`src/rtl/dest_tag_issuer.sv`:
```
// Master-side tag issuer: hands out tags from a free-list FIFO, records dest/vc per tag,
// and on reply looks the tag up, returns dest/vc and recycles the tag at the free-list tail.
module dest_tag_issuer #(
  parameter int ADDRESS_WIDTH    = 4,
  parameter int VC_ADDRESS_WIDTH = 1,
  parameter int WIDTH_TAG        = 8,
  parameter int NUM_TAGS         = 16
) (
  input  logic                              clk,
  input  logic                              preset_full,
  input  logic                              i_req_valid,
  input  logic [ADDRESS_WIDTH-1:0]          i_req_dst,
  input  logic [VC_ADDRESS_WIDTH-1:0]       i_req_vc,
  output logic                              i_req_ready,
  output logic [WIDTH_TAG-1:0]              o_req_tag,
  input  logic                              i_rsp_valid,
  input  logic [WIDTH_TAG-1:0]              i_rsp_tag,
  output logic                              o_rsp_valid,
  output logic [ADDRESS_WIDTH-1:0]          o_rsp_dst,
  output logic [VC_ADDRESS_WIDTH-1:0]       o_rsp_vc,
  output logic                              o_rsp_err,
  output logic [$clog2(NUM_TAGS+1)-1:0]     o_outstanding,
  output logic                              o_idle
);

  localparam int IDX_W = $clog2(NUM_TAGS);
  localparam int CNT_W = $clog2(NUM_TAGS+1);

  // Request handshake: a tag is allocated on any cycle where i_req_valid && i_req_ready;
  // i_req_ready depends only on registered state, never on i_req_valid.
  typedef enum logic {ST_INIT, ST_RUN} state_t;

  state_t                      state_q, state_d;
  logic [IDX_W-1:0]            init_idx_q, init_idx_d;
  logic [IDX_W-1:0]            head_q, head_d;
  logic [IDX_W-1:0]            tail_q, tail_d;
  logic [CNT_W-1:0]            free_cnt_q, free_cnt_d;
  logic [CNT_W-1:0]            out_cnt_q, out_cnt_d;
  logic [NUM_TAGS-1:0]         busy_q, busy_d;
  logic [IDX_W-1:0]            fl_q [NUM_TAGS];
  logic [IDX_W-1:0]            fl_d [NUM_TAGS];
  logic [ADDRESS_WIDTH-1:0]    tbl_dst_q [NUM_TAGS];
  logic [ADDRESS_WIDTH-1:0]    tbl_dst_d [NUM_TAGS];
  logic [VC_ADDRESS_WIDTH-1:0] tbl_vc_q [NUM_TAGS];
  logic [VC_ADDRESS_WIDTH-1:0] tbl_vc_d [NUM_TAGS];
  logic                        rsp_valid_q, rsp_valid_d;
  logic                        rsp_err_q, rsp_err_d;
  logic [ADDRESS_WIDTH-1:0]    rsp_dst_q, rsp_dst_d;
  logic [VC_ADDRESS_WIDTH-1:0] rsp_vc_q, rsp_vc_d;

  logic             run;
  logic             alloc;
  logic             rsp_in_range;
  logic             rsp_ok;
  logic             rsp_bad;
  logic [IDX_W-1:0] alloc_idx;
  logic [IDX_W-1:0] rsp_idx;

  assign run          = (state_q == ST_RUN);
  assign i_req_ready  = run && (free_cnt_q != '0);
  assign alloc_idx    = fl_q[head_q];
  assign o_req_tag    = run ? WIDTH_TAG'(alloc_idx) : '0;
  assign alloc        = i_req_valid && i_req_ready;
  assign rsp_idx      = i_rsp_tag[IDX_W-1:0];
  // Widened by one bit so NUM_TAGS == 2**WIDTH_TAG still compares correctly.
  assign rsp_in_range = {1'b0, i_rsp_tag} < (WIDTH_TAG+1)'(NUM_TAGS);
  assign rsp_ok       = run && i_rsp_valid && rsp_in_range && busy_q[rsp_idx];
  assign rsp_bad      = run && i_rsp_valid && !rsp_ok;

  assign o_rsp_valid   = rsp_valid_q;
  assign o_rsp_err     = rsp_err_q;
  assign o_rsp_dst     = rsp_dst_q;
  assign o_rsp_vc      = rsp_vc_q;
  assign o_outstanding = out_cnt_q;
  assign o_idle        = run && (out_cnt_q == '0);

  always_comb begin
    state_d     = state_q;
    init_idx_d  = init_idx_q;
    head_d      = head_q;
    tail_d      = tail_q;
    free_cnt_d  = free_cnt_q;
    out_cnt_d   = out_cnt_q;
    busy_d      = busy_q;
    fl_d        = fl_q;
    tbl_dst_d   = tbl_dst_q;
    tbl_vc_d    = tbl_vc_q;
    rsp_valid_d = rsp_ok;
    rsp_err_d   = rsp_bad;
    rsp_dst_d   = rsp_dst_q;
    rsp_vc_d    = rsp_vc_q;

    case (state_q)
      ST_INIT: begin
        fl_d[init_idx_q] = init_idx_q;
        init_idx_d       = init_idx_q + 1'b1;
        if (init_idx_q == IDX_W'(NUM_TAGS-1)) begin
          state_d    = ST_RUN;
          free_cnt_d = CNT_W'(NUM_TAGS);
          head_d     = '0;
          tail_d     = '0;
        end
      end
      default: begin
        // Reply is evaluated against registered busy, so a same-cycle alloc cannot alias it.
        if (rsp_ok) begin
          rsp_dst_d       = tbl_dst_q[rsp_idx];
          rsp_vc_d        = tbl_vc_q[rsp_idx];
          busy_d[rsp_idx] = 1'b0;
          fl_d[tail_q]    = rsp_idx;
          tail_d          = tail_q + 1'b1;
        end
        if (alloc) begin
          tbl_dst_d[alloc_idx] = i_req_dst;
          tbl_vc_d[alloc_idx]  = i_req_vc;
          busy_d[alloc_idx]    = 1'b1;
          head_d               = head_q + 1'b1;
        end
        free_cnt_d = free_cnt_q + CNT_W'(rsp_ok) - CNT_W'(alloc);
        out_cnt_d  = out_cnt_q + CNT_W'(alloc) - CNT_W'(rsp_ok);
      end
    endcase
  end

  always_ff @(posedge clk or posedge preset_full) begin
    if (preset_full) begin
      state_q     <= ST_INIT;
      init_idx_q  <= '0;
      head_q      <= '0;
      tail_q      <= '0;
      free_cnt_q  <= '0;
      out_cnt_q   <= '0;
      busy_q      <= '0;
      rsp_valid_q <= 1'b0;
      rsp_err_q   <= 1'b0;
      rsp_dst_q   <= '0;
      rsp_vc_q    <= '0;
      for (int i = 0; i < NUM_TAGS; i++) begin
        fl_q[i]      <= '0;
        tbl_dst_q[i] <= '0;
        tbl_vc_q[i]  <= '0;
      end
    end else begin
      state_q     <= state_d;
      init_idx_q  <= init_idx_d;
      head_q      <= head_d;
      tail_q      <= tail_d;
      free_cnt_q  <= free_cnt_d;
      out_cnt_q   <= out_cnt_d;
      busy_q      <= busy_d;
      rsp_valid_q <= rsp_valid_d;
      rsp_err_q   <= rsp_err_d;
      rsp_dst_q   <= rsp_dst_d;
      rsp_vc_q    <= rsp_vc_d;
      fl_q        <= fl_d;
      tbl_dst_q   <= tbl_dst_d;
      tbl_vc_q    <= tbl_vc_d;
    end
  end

  // Free-list underflow must be unreachable.
  a_no_underflow: assert property (@(posedge clk) disable iff (preset_full)
    alloc |-> (free_cnt_q != '0));

endmodule

```
`config.mk`:
```
export PLATFORM = sky130hd
export DESIGN_NAME = dest_tag_issuer
export DESIGN_NICKNAME = d
export VERILOG_FILES = /design/src/rtl/dest_tag_issuer.sv
export SDC_FILE = /design/constraint.sdc
export NUM_CORES = 1
export LEC_CHECK = 0
export CORE_MARGIN = 4
export CORE_UTILIZATION = 66
export DETAILED_ROUTE_END_ITERATION = 12
export PLACE_DENSITY_LB_ADDON = 0.3
export SYNTH_ARGS = -nofsm -noshare
export SYNTH_HDL_FRONTEND = slang
export SYNTH_SLANG_ARGS = --single-unit
export TNS_END_PERCENT = 10
```
`constraint.sdc`:
```
create_clock -name clk -period 14.1 [get_ports clk]
set_input_delay 2.82 -clock clk [delete_from_list [all_inputs] [get_ports clk]]
set_output_delay 2.82 -clock clk [all_outputs]
set_load 0.005 [all_outputs]
```
# == Word level (Yosys, flattened, before mapping) ==
# Index checks and enable logic that the tools add are counted.
# word_totals
wordCells,152
register_bits,190
output_inout_bits,22
inputBits,17
# op_classes
eq_ne,3
muxes,42
add_sub_neg,7
n_lt_le_gt_ge,13
bitwise,8
reduce_logical,20
# ops
operator,count
bitwise mux 64 bit,3
2-to-1 mux 64 bit,2
2-to-1 mux 4 bit,13
demux 4 bit (select 4 bit),3
2-to-1 mux 16 bit,3
binary-select mux 4 bit (select 4 bit),2
greater-or-equal comparator 5 bit (second input constant),5
NOT 4 -> 5 bit,5
bitwise AND 16 bit,1
bitwise mux 16 bit,1
NOT 16 bit,1
bitwise OR 16 bit,1
< comparator 5 x 1 -> 1 bit (second input constant),3
adder 4 x 1 -> 4 bit (second input constant),3
demux 1 bit (select 4 bit),3
logical AND 1 bit,12
adder 5 x 1 -> 5 bit,2
< comparator 4 x 5 -> 1 bit (second input constant),2
2-to-1 mux 5 bit,2
subtractor 5 x 1 -> 5 bit,2
binary-select mux 1 bit (select 4 bit),2
greater-or-equal comparator 4 x 1 -> 1 bit (second input constant),2
< comparator 8 x 5 -> 1 bit (second input constant),1
2-to-1 mux 1 bit,8
other kinds (7),11

# == Depth between registers and ports, before layout ==
# Gate-level depths: netlist of run 1.
# depth
word_depth,10
mapped_depth,19
ltp_nobuf,16

# == Worst setup path after synthesis of run 1 ==
# Ideal clock, no wire load.
# synth_path
path_type,input to register
startpoint,input i_rsp_tag[6]
endpoint,register out_cnt_q[4] (netlist: o_outstanding[4])
setup_slack_ns,7.862
path_stages,16
path_buffers,2
setup_time_ns,0.123
t_arrival_ns,6.115
cell_sequence,or3_1 or4_4 a2111oi_4 or2_1 buf_6 clkbuf_1 ha_1 inv_1 ha_1 fa_1 a21oi_1 nor2_1 nor2_1 xnor2_1 nand2_1 xnor2_1
# synth_between
elab_chain_len,4
# synth_rtl
item,line_no,source
from (decl),17,"input logic [WIDTH_TAG-1:0] i_rsp_tag,"
< comparator 8 x 5 -> 1 bit,66,"assign rsp_in_range = {1'b0, i_rsp_tag} < (WIDTH_TAG+1)'(NUM_TAGS);"
logical AND 1 bit (2 in a row),67,assign rsp_ok = run && i_rsp_valid && rsp_in_range && busy_q[rsp_idx];
via rsp_ok,54,logic rsp_ok;
subtractor 5 x 1 -> 5 bit,120,out_cnt_d = out_cnt_q + CNT_W'(alloc) - CNT_W'(rsp_ok);
to (signal assigned),149,out_cnt_q <= out_cnt_d;
to (decl),38,"logic [CNT_W-1:0] out_cnt_q, out_cnt_d;"
# The timed path passes the listed nets, and every way through them passes these cells.
# A chain may end at the register's enable or synchronous reset.

# == Worst setup path after layout of run 1 ==
# layout_path
startpoint,input i_rsp_tag[0]
endpoint,register out_cnt_q[4] (netlist: o_outstanding[4])
# layout_between
elab_chain_len,4
# layout_rtl
item,line_no
< comparator 8 x 5 -> 1 bit / binary-select mux 1 bit (select 4 bit) (equally long branches),"66, 67"
logical AND 1 bit / 2-to-1 mux 1 bit (equally long branches),67
logical AND 1 bit (*),67
subtractor 5 x 1 -> 5 bit (*),120
# Mark *: on every way between the ends. The rest lies on a longest branch, timed or not. The select of a mux whose other input is x is not followed.

==> results.json, run 1 <==
{
  "synth_edf_count": 0,
  "fin_area_sq_um": 10700,
  "hold_end": "o_rsp_dst[0]$_DFFE_PP0P_",
  "grt_pass1_wl_mm": 39.2,
  "max_cap_violations": 0,
  "synth_warnings": 0,
  "grt-ovfl-total": 0,
  "cts_buffer_depth": 2,
  "dieWidth_um": 130,
  "relSlewSlack_pct": 22.4,
  "fin_setup_tns_ps": 0,
  "worstSetupPathType": "in2reg",
  "hold_buffers": 0,
  "drv_slew": 0,
  "ys_async_sr_fraction_pct": 100,
  "core_area_sq_um": 14500,
  "die-area_sq_um": 16800,
  "cp.required_ps": 14420,
  "cts-resized-gates": 0,
  "cts_tree": "yes",
  "timing.rr.start": "run$_DFF_PP0_",
  "first_global_vias": 7213,
  "cts.sinks": 190,
  "area.growth.synth_to_final_pct": 9.70,
  "worst-r2r-cell-count": 15,
  "ir_drop_v": 0.000118,
  "hpwl_mm": 16.9,
  "start_kind": "input pin",
  "grt-busiest-layer": "met2",
  "start_util_pct": 67.2,
  "final_common_cell": "dfrtp_1",
  "hold_depth": 2,
  "period_share_pct": 48.9,
  "rsz0062_at_grt": "no",
  "fillers": 968,
  "postSynthAreaPerCell_sq_um": 11.7,
  "drtPass1Iterations": 5,
  "finalNetCount": 882,
  "worstMarginPinSlew_ps": 1160,
  "p_leak_nw": 4.64,
  "layout-drive-gt1-share_pct": 20.1,
  "antenna_found_initial": 0,
  "vias": 7093,
  "grt_max_degree": 114,
  "finalHoldViolations": 0,
  "clock_latency_ps": 440,
  "final_cell_mix": "dfrtp_1, nand2_1, mux2_2, nor2_1, mux4_2",
  "grt_use_met3_pct": 7.30,
  "power_density_nw_per_um2": 179,
  "numPortBuffers": 34,
  "min-delay-path-class": "reg2reg",
  "synth.distinct_cells": 58,
  "synthesis.area_sq_um": 9770,
  "antenna_left": 0,
  "drc": 0,
  "grt.total_usage_pct": 30.8,
  "synthCells": 834,
  "grt_util_met2_pct": 50.8,
  "drt_iter0_markers": 736,
  "clkTransAtPathRegs_ps": 70,
  "synth-main-ff-cell": "dfrtp_1",
  "layout_min_cycle_time_ps": 6890,
  "dpl_cell_area_sq_um": 10100,
  "ioPinCount": 39,
  "endpoint_kind": "flop",
  "viasPerCell": 6.83,
  "ys_seq_elements": 190,
  "reg2reg_to": "o_outstanding[4]$_DFFE_PP0P_",
  "setup_violations": 0,
  "met1_usage_pct": 39.8,
  "cts_root_buf": "clkbuf_16",
  "wl_per_cell_um": 23.6,
  "htreeDepth": 4,
  "status": "complete, no violations",
  "fin_worst_skew_ps": 7.54,
  "wirelength_mm": 24.5,
  "fmax_ghz": 0.145,
  "ff2ff_setup_slack_ps": 9720,
  "place.gp.congestion": 0.986,
  "cts_buffers": 17,
  "die_h_um": 130,
  "cp.arrival_ps": 7210,
  "ys_seq_area_share_pct": 48.7,
  "antenna_cells": 0,
  "critPathMaxFanout": 33,
  "cts_setup_buffers": 0,
  "num_rows": 44,
  "min_from": "o_rsp_dst[0]$_DFFE_PP0P_"
}
-- how the worst max path moves through the flow --
stage | start | endpoint | slack [ps] | cells after the start
global route | i_rsp_tag[0] | o_outstanding[4]$_DFFE_PP0P_ | 6900 | 15
detailed placement | i_rsp_tag[0] | o_outstanding[4]$_DFFE_PP0P_ | 6770 | 15
global placement | i_rsp_tag[0] | free_cnt_q[4]$_DFFE_PP0N_ | 7010 | 14
finish | i_rsp_tag[0] | o_outstanding[4]$_DFFE_PP0P_ | 7210 | 15
CTS | i_rsp_tag[0] | o_outstanding[4]$_DFFE_PP0P_ | 7250 | 15
floorplan | preset_full | busy_q[0]$_DFFE_PP0P_ | 6110 | 1
-- synth_stat cells (7+ instances only) --
cell | count | area (sq um)
mux2i_1 | 24 | 240
o221ai_1 | 8 | 70.1
o21ai_0 | 34 | 170
nor2_1 | 54 | 203
nor2b_1 | 9 | 56.3
a21oi_1 | 16 | 80.1
nand2b_1 | 8 | 50.1
nand2_1 | 96 | 360
a221o_1 | 19 | 190
and2_1 | 8 | 50.1
nand3_1 | 23 | 115
mux4_2 | 38 | 856
mux2_2 | 88 | 991
nor3_1 | 9 | 45.0
dfrtp_1 | 190 | 4750
ha_1 | 21 | 263
o211ai_1 | 16 | 120
xnor2_1 | 9 | 78.8
clkbuf_1 | 34 | 128
inv_1 | 30 | 113
a31oi_1 | 7 | 43.8
-- stage by stage --
| stage | util (%) | hold WS (ps) | instances | setup slack (ps) | total power, mW |
|---|---|---|---|---|---|
| after global placement | 69.7 | 473 | 1007 | 7010 | 1.39 |
| after detailed placement | 69.7 | 463 | 1007 | 6770 | 1.44 |
| after global routing | 73.7 | 502 | 1038 | 6900 | 2.02 |
| after floorplan | - | 459 | 837 | 6110 | 1.24 |
| final | 73.7 | 475 | 1038 | 7210 | 1.92 |
| after CTS | 73.7 | 480 | 1038 | 7250 | 1.92 |
-- cells by family (layout without fill, tap and decap cells) --
group | after synthesis | after routing | share of synthesized area, %
muxes | 150 | 150 | 21.4
adders and majority gates | 23 | 23 | 3.10
buffers and inverters | 82 | 99 | 3.64
DFF | 190 | 190 | 48.7
AOI/OAI and AO/OA | 137 | 137 | 10.2
and+or+nand+nor | 238 | 238 | 11.8
other | 1 | 4 | 0.0384
xor gates and xnor gates | 13 | 13 | 1.17
-- cell type report --
cell class / count / area (sq um) / share of cell area (%)
Clock inverter: 11 / 133 / 1.24
Sequential cell: 190 / 4750 / 44.4
Inverter: 31 / 124 / 1.16
Multi-Input combinational cell: 565 / 4670 / 43.6
Timing Repair Buffer: 37 / 358 / 3.34
Tap cell: 184 / 230 / 2.15
Clock buffer: 20 / 447 / 4.17
-- metal layers --
layer,vias up,share of wire [%]
li1,3059,-
met3,61,7.8
met5,-,0
met4,0,3.0
met1,3584,39
met2,389,50
-- worst max-delay path, stage by stage --
cell	delay, ps
buf_2	750
mux2_2	330
a2bb2o_1	320
a2111oi_4	550
or2_1	730
ha_1	270
inv_1	70
ha_1	210
fa_1	420
a21oi_1	180
nor2_1	50
nor2_1	120
xnor2_1	130
nand2_1	90
xnor2_1	160
-- registers in the layout (all words and copies together), names as in the netlist, 4 cells and up --
register	flops
busy_q	16
fl_q	64
free_cnt_q	5
head_q	4
init_idx_q	4
o_outstanding	5
o_rsp_dst	4
tail_q	4
tbl_dst_q	64
tbl_vc_q	16
-- report_power, final --
group	total, mW	internal, mW	switching [mW]	leakage, nW
registers	0.813	0.691	0.121	2.31
logic	0.627	0.335	0.292	2.04
clock network	0.477	0.268	0.210	0.283
Power figures use the tool's default switching activity.
==> run 2: changes to the inputs <==
CORE_UTILIZATION = 55   (was 66)
clock period = 5.6 ns   (was 14.1 ns; I/O delays follow)
==> run 2 against run 1 <==
Worst setup slack lost 6000 ps. Utilization shrank 11 points. Total power grew to 2.5 times the previous value. Cell count grew 4.9%. Sequential power grew 150%. Critical path depth grew 1. Highest routed layer unchanged. Via count shrank 0.61%. Combinational power grew to 2.6 times the previous value.
==> results.json, run 2 (synthesis results as in run 1) <==
{
  "grt_pass1_wl_mm": 39.6,
  "finalNetCount": 891,
  "ioPinCount": 39,
  "antenna_cells": 0,
  "grt_max_degree": 191,
  "core_area_sq_um": 17400,
  "cts_setup_buffers": 0,
  "period_share_pct": 77.8,
  "p_seq_share_pct": 41.2,
  "hold_end": "o_rsp_dst[0]$_DFFE_PP0P_",
  "viasPerCell": 6.47,
  "worstSetupPathType": "in2reg",
  "grt.total_usage_pct": 25.6,
  "min-delay-path-class": "reg2reg",
  "p_sw_mw": 1.65,
  "cts_tree": "yes",
  "worstMarginPinSlew_ps": 1050,
  "min_from": "o_rsp_dst[0]$_DFFE_PP0P_",
  "finalHoldViolations": 0,
  "fmax_ghz": 0.229,
  "cts-resized-gates": 0,
  "clkTransAtPathRegs_ps": 80,
  "final_cell_mix": "dfrtp_1, nand2_1, mux2_2, nor2_1, mux4_2",
  "place.gp.congestion": 0.910,
  "vias": 7050,
  "status": "complete, no violations",
  "cts_root_buf": "clkbuf_16",
  "wirelength_mm": 24.5,
  "internal_power_mw": 3.24,
  "clock_latency_ps": 450,
  "wl_per_cell_um": 22.5,
  "drv_slew": 0,
  "swShare_pct": 33.7,
  "hold_buffers": 0,
  "antenna_left": 0,
  "cp.required_ps": 5910,
  "relSlewSlack_pct": 30.0,
  "final_common_cell": "dfrtp_1",
  "largest_registers": "fl_q (64), tbl_dst_q (64)",
  "ir_drop_v": 0.000281,
  "numPortBuffers": 34,
  "layout-drive-gt1-share_pct": 21.3,
  "ff2ff_setup_slack_ps": 2050,
  "grt-ovfl-total": 0,
  "layout_min_cycle_time_ps": 4360,
  "dieWidth_um": 141,
  "first_global_vias": 7191,
  "setup_violations": 0,
  "hpwl_mm": 17.0,
  "combinationalPowerShare_pct": 33.3,
  "rsz0062_at_grt": "no",
  "critPathMaxFanout": 18,
  "endpoint_kind": "flop",
  "dp_slack_ps": 806,
  "timing.rr.start": "run$_DFF_PP0_",
  "drc": 0,
  "cts.sinks": 190,
  "cts_buffer_depth": 2,
  "antenna_found_initial": 0,
  "reg2reg_to": "free_cnt_q[4]$_DFFE_PP0N_",
  "fin_worst_skew_ps": 15.7,
  "start_kind": "input pin",
  "power_density_nw_per_um2": 449,
  "cp.arrival_ps": 4670,
  "htreeDepth": 4,
  "max_cap_violations": 0,
  "area.growth.synth_to_final_pct": 11.4,
  "worst-r2r-cell-count": 16,
  "hold_depth": 2,
  "fin_setup_tns_ps": 0,
  "drtPass1Iterations": 5,
  "die_h_um": 141,
  "die-area_sq_um": 20000,
  "drt_iter0_markers": 919,
  "cts_buffers": 17,
  "clkPwrFrac_pct": 25.4,
  "worst_slack_ps": 1240,
  "num_rows": 48,
  "p_leak_nw": 4.69,
  "start_util_pct": 56.3
}
[run 2: cell types whose count changed in the layout (fill, tap and decap cells not counted), sizes merged]
cell | before | now
clkinvlp | 1 | 4
clkinv | 4 | 5
clkbuf | 20 | 17
bufinv | 2 | 1
buf | 4 | 13
inv | 35 | 36
[run 2: layout make-up]
class	count	area, sq um
clock buffers	17	425
clock inverters	15	191
fillers	1319	6470
inverters	31	123
multi-input cells	565	4670
flip-flops and latches	190	4750
well taps	225	282
repair buffers	46	438
[run 2: per-stage QoR]
stage	std cells	hold slack, ps	area (sq um)	utilization (%)	power (mW)
floorplan	837	459	9780	-	3.12
global placement	1057	461	10300	59.1	3.54
detailed placement	1057	464	10300	59.1	3.64
CTS	1089	482	10900	62.7	4.88
global route	1089	502	10900	62.7	5.15
finish	1089	484	10900	62.7	4.88
[run 2: how the worst max path moves through the flow]
stage                 start                           end  slack [ps]  cells past startpoint
4_1_cts        i_rsp_tag[3]     free_cnt_q[4]$_DFFE_PP0N_        1260                     16
6_report       i_rsp_tag[3]     free_cnt_q[4]$_DFFE_PP0N_        1240                     16
2_1_floorplan  i_rsp_tag[6]  o_outstanding[4]$_DFFE_PP0P_        1060                     16
3_5_place_dp   i_rsp_tag[3]     free_cnt_q[4]$_DFFE_PP0N_         810                     16
3_3_place_gp   i_rsp_tag[3]  o_outstanding[4]$_DFFE_PP0P_         900                     16
5_1_grt        i_rsp_tag[3]     free_cnt_q[4]$_DFFE_PP0N_         990                     16
[run 2: routing by layer]
layer | routed length [um] | vias to the layer above | part of all wire [%] | global-route usage, %
li1 | - | 3082 | - | -
met1 | 10100 | 3599 | 41 | 34.1
met2 | 12000 | 300 | 49 | 41.3
met3 | 1570 | 69 | 6.4 | 5.63
met4 | 799 | 0 | 3.3 | 9.89
met5 | 0 | - | 0 | 0
[run 2: power groups by stage]
stage                     combinational [mW]  sequential, mW  clock [mW]
after floorplan                         1.22            1.90           0
after global placement                  1.54            2.00           0
after detailed placement                1.61            2.03           0
after CTS                               1.62            2.00        1.25
after global routing                    1.77            2.06        1.32
final                                   1.63            2.01        1.24
[run 2: worst max-delay path: stages]
cell             delay, ps
clkdlybuf4s50_1        850
inv_1                  120
or4_1                  590
nor3_2                 200
buf_4                  180
or2_1                  140
buf_4                  240
inv_4                   40
ha_1                   230
fa_1                   430
inv_1                   70
a21oi_1                 50
nor2_1                 100
nor2_1                  70
xnor2_1                160
a2bb2oi_1               80
==> run 3: changes to the inputs <==
clock period = 4 ns   (was 5.6 ns; I/O delays follow)
==> run 3 against run 2 <==
Wire length increased by 1.8%. Global-route usage grew 0.83 points. Non-clock buffer count up 19. Clock power grew 44%. Worst setup slack lost 1100 ps. Critical path depth shrank 1. Total power is 41% higher. Sequential power increased by 38%. Via count up 0.61%. Clock skew down 1.9 ps. Combinational power grew 42%. Critical path type unchanged. Largest cell class unchanged.
==> results.json, run 3 (synthesis results as in run 1) <==
{
  "status": "complete, no violations",
  "worstSetupPathType": "in2reg",
  "layout-drive-gt1-share_pct": 22.9,
  "fin_worst_skew_ps": 13.8,
  "grt_pass1_wl_mm": 41.0,
  "relSlewSlack_pct": 35.2,
  "hold_depth": 2,
  "fmax_ghz": 0.262,
  "cts_root_buf": "clkbuf_16",
  "finalHoldViolations": 0,
  "critPathBufInv": 2,
  "finalPower_mw": 6.89,
  "largest_registers": "fl_q (64), tbl_dst_q (64)",
  "finalNetCount": 910,
  "cp.depth": 15,
  "min-delay-path-class": "reg2reg",
  "start_kind": "input pin",
  "grt.total_usage_pct": 26.4,
  "cp_top_family": "simple AND/OR/NAND/NOR gates",
  "whs_ps": 479,
  "drv_slew": 0,
  "ioPinCount": 39,
  "hpwl_mm": 17.7,
  "htreeDepth": 4,
  "layout.cells.non_filler": 1108,
  "cpPeakStageDelay_ps": 520,
  "clkTransAtPathRegs_ps": 70,
  "final_common_cell": "dfrtp_1",
  "critPathMaxFanout": 2,
  "cts_buffer_depth": 2,
  "fin_setup_tns_ps": 0,
  "ir_drop_v": 0.000466,
  "die_h_um": 141,
  "hold_buffers": 0,
  "area.growth.synth_to_final_pct": 13.3,
  "drtPass1Iterations": 5,
  "antenna_cells": 0,
  "utilization_pct": 63.7,
  "antenna_found_initial": 1,
  "wl_per_cell_um": 22.5,
  "setup_violations": 0,
  "layout_min_cycle_time_ps": 3820,
  "crit_path_top_delay_cell": "or4_4",
  "drt_iter0_markers": 663,
  "numPortBuffers": 34,
  "dieWidth_um": 141,
  "cp.arrival_ps": 4150,
  "worstMarginPinSlew_ps": 970,
  "endpoint_kind": "flop",
  "antenna_left": 0,
  "cts_setup_buffers": 0,
  "cp.required_ps": 4330,
  "cts_tree": "yes",
  "viasPerCell": 6.40,
  "max_cap_violations": 0,
  "drc": 0,
  "core_area_sq_um": 17400,
  "placed_cells": 1076,
  "start_util_pct": 56.3,
  "vias": 7093,
  "clock_latency_ps": 450,
  "die-area_sq_um": 20000,
  "final_cell_mix": "dfrtp_1, nand2_1, mux2_2, nor2_1, mux4_2",
  "cts-resized-gates": 0,
  "power_density_nw_per_um2": 622,
  "worst-r2r-cell-count": 6,
  "period_share_pct": 95.4,
  "first_global_vias": 7483,
  "grt_max_degree": 54,
  "cp_cell_sequence": "clkdlybuf4s50_1, or3_1, or4_4, a2111oi_4, or2_1, ha_1, inv_1, ha_1, fa_1, a21oi_1, nor2_1, nor2_1, xnor2_1, nand2_1, xnor2_1",
  "grt-ovfl-total": 0,
  "p_leak_nw": 4.81,
  "cts_buffers": 17,
  "rsz0062_at_grt": "no",
  "wirelength_mm": 24.9,
  "place.gp.congestion": 0.915,
  "cts.sinks": 190,
  "num_rows": 48
}
[run 3: power by group]
group / internal [mW] / switching [mW] / leakage (nW)
Sequential: 2.44 / 0.348 / 2.31
Combinational: 1.21 / 1.11 / 2.19
Clock: 0.930 / 0.852 / 0.308
Total: 4.58 / 2.31 / 4.81
[run 3: worst register-to-register path, stage by stage, from the launching register on]
cell      delay, ps
dfrtp_1         920
mux4_2          640
a22oi_1         300
nand3_1         290
nand2b_1        330
nor2_1          500
mux2_2          410
[run 3: cell type report]
cell class	count	area [sq um]
Clock buffer	19	443
Clock inverter	13	185
Fill cell	1306	6290
Inverter	31	123
Multi-Input combinational cell	565	4670
Sequential cell	190	4750
Tap cell	225	282
Timing Repair Buffer	65	609
[run 3: metrics by stage]
step	setup slack [ps]	instance area [sq um]
finish	182	11100
global route	21.1	11100
CTS	189	11100
detailed placement	-252	10400
global placement	-156	10400
floorplan	-218	9780
[run 3: worst paths after layout]
kind | startpoint | end | slack (ps)
worst min-delay path | o_rsp_dst[3]$_DFFE_PP0P_ | o_rsp_dst[3]$_DFFE_PP0P_ | 480
min in group asynchronous | preset_full | busy_q[0]$_DFFE_PP0P_ | 910
max in group asynchronous | preset_full | fl_q[34]$_DFFE_PP0P_ | 2330
worst max register to register | head_q[0]$_DFFE_PP0P_ | tbl_dst_q[55]$_DFFE_PP0P_ | 490
worst max-delay path | i_rsp_tag[7] | o_outstanding[4]$_DFFE_PP0P_ | 180
worst min register to register | o_rsp_dst[3]$_DFFE_PP0P_ | o_rsp_dst[3]$_DFFE_PP0P_ | 480
[run 3: layer usage]
layer	global-route usage, %	wire [um]
met4	9.28	536
met1	36.8	10700
met2	42.1	12200
met5	0	13
met3	4.89	1580
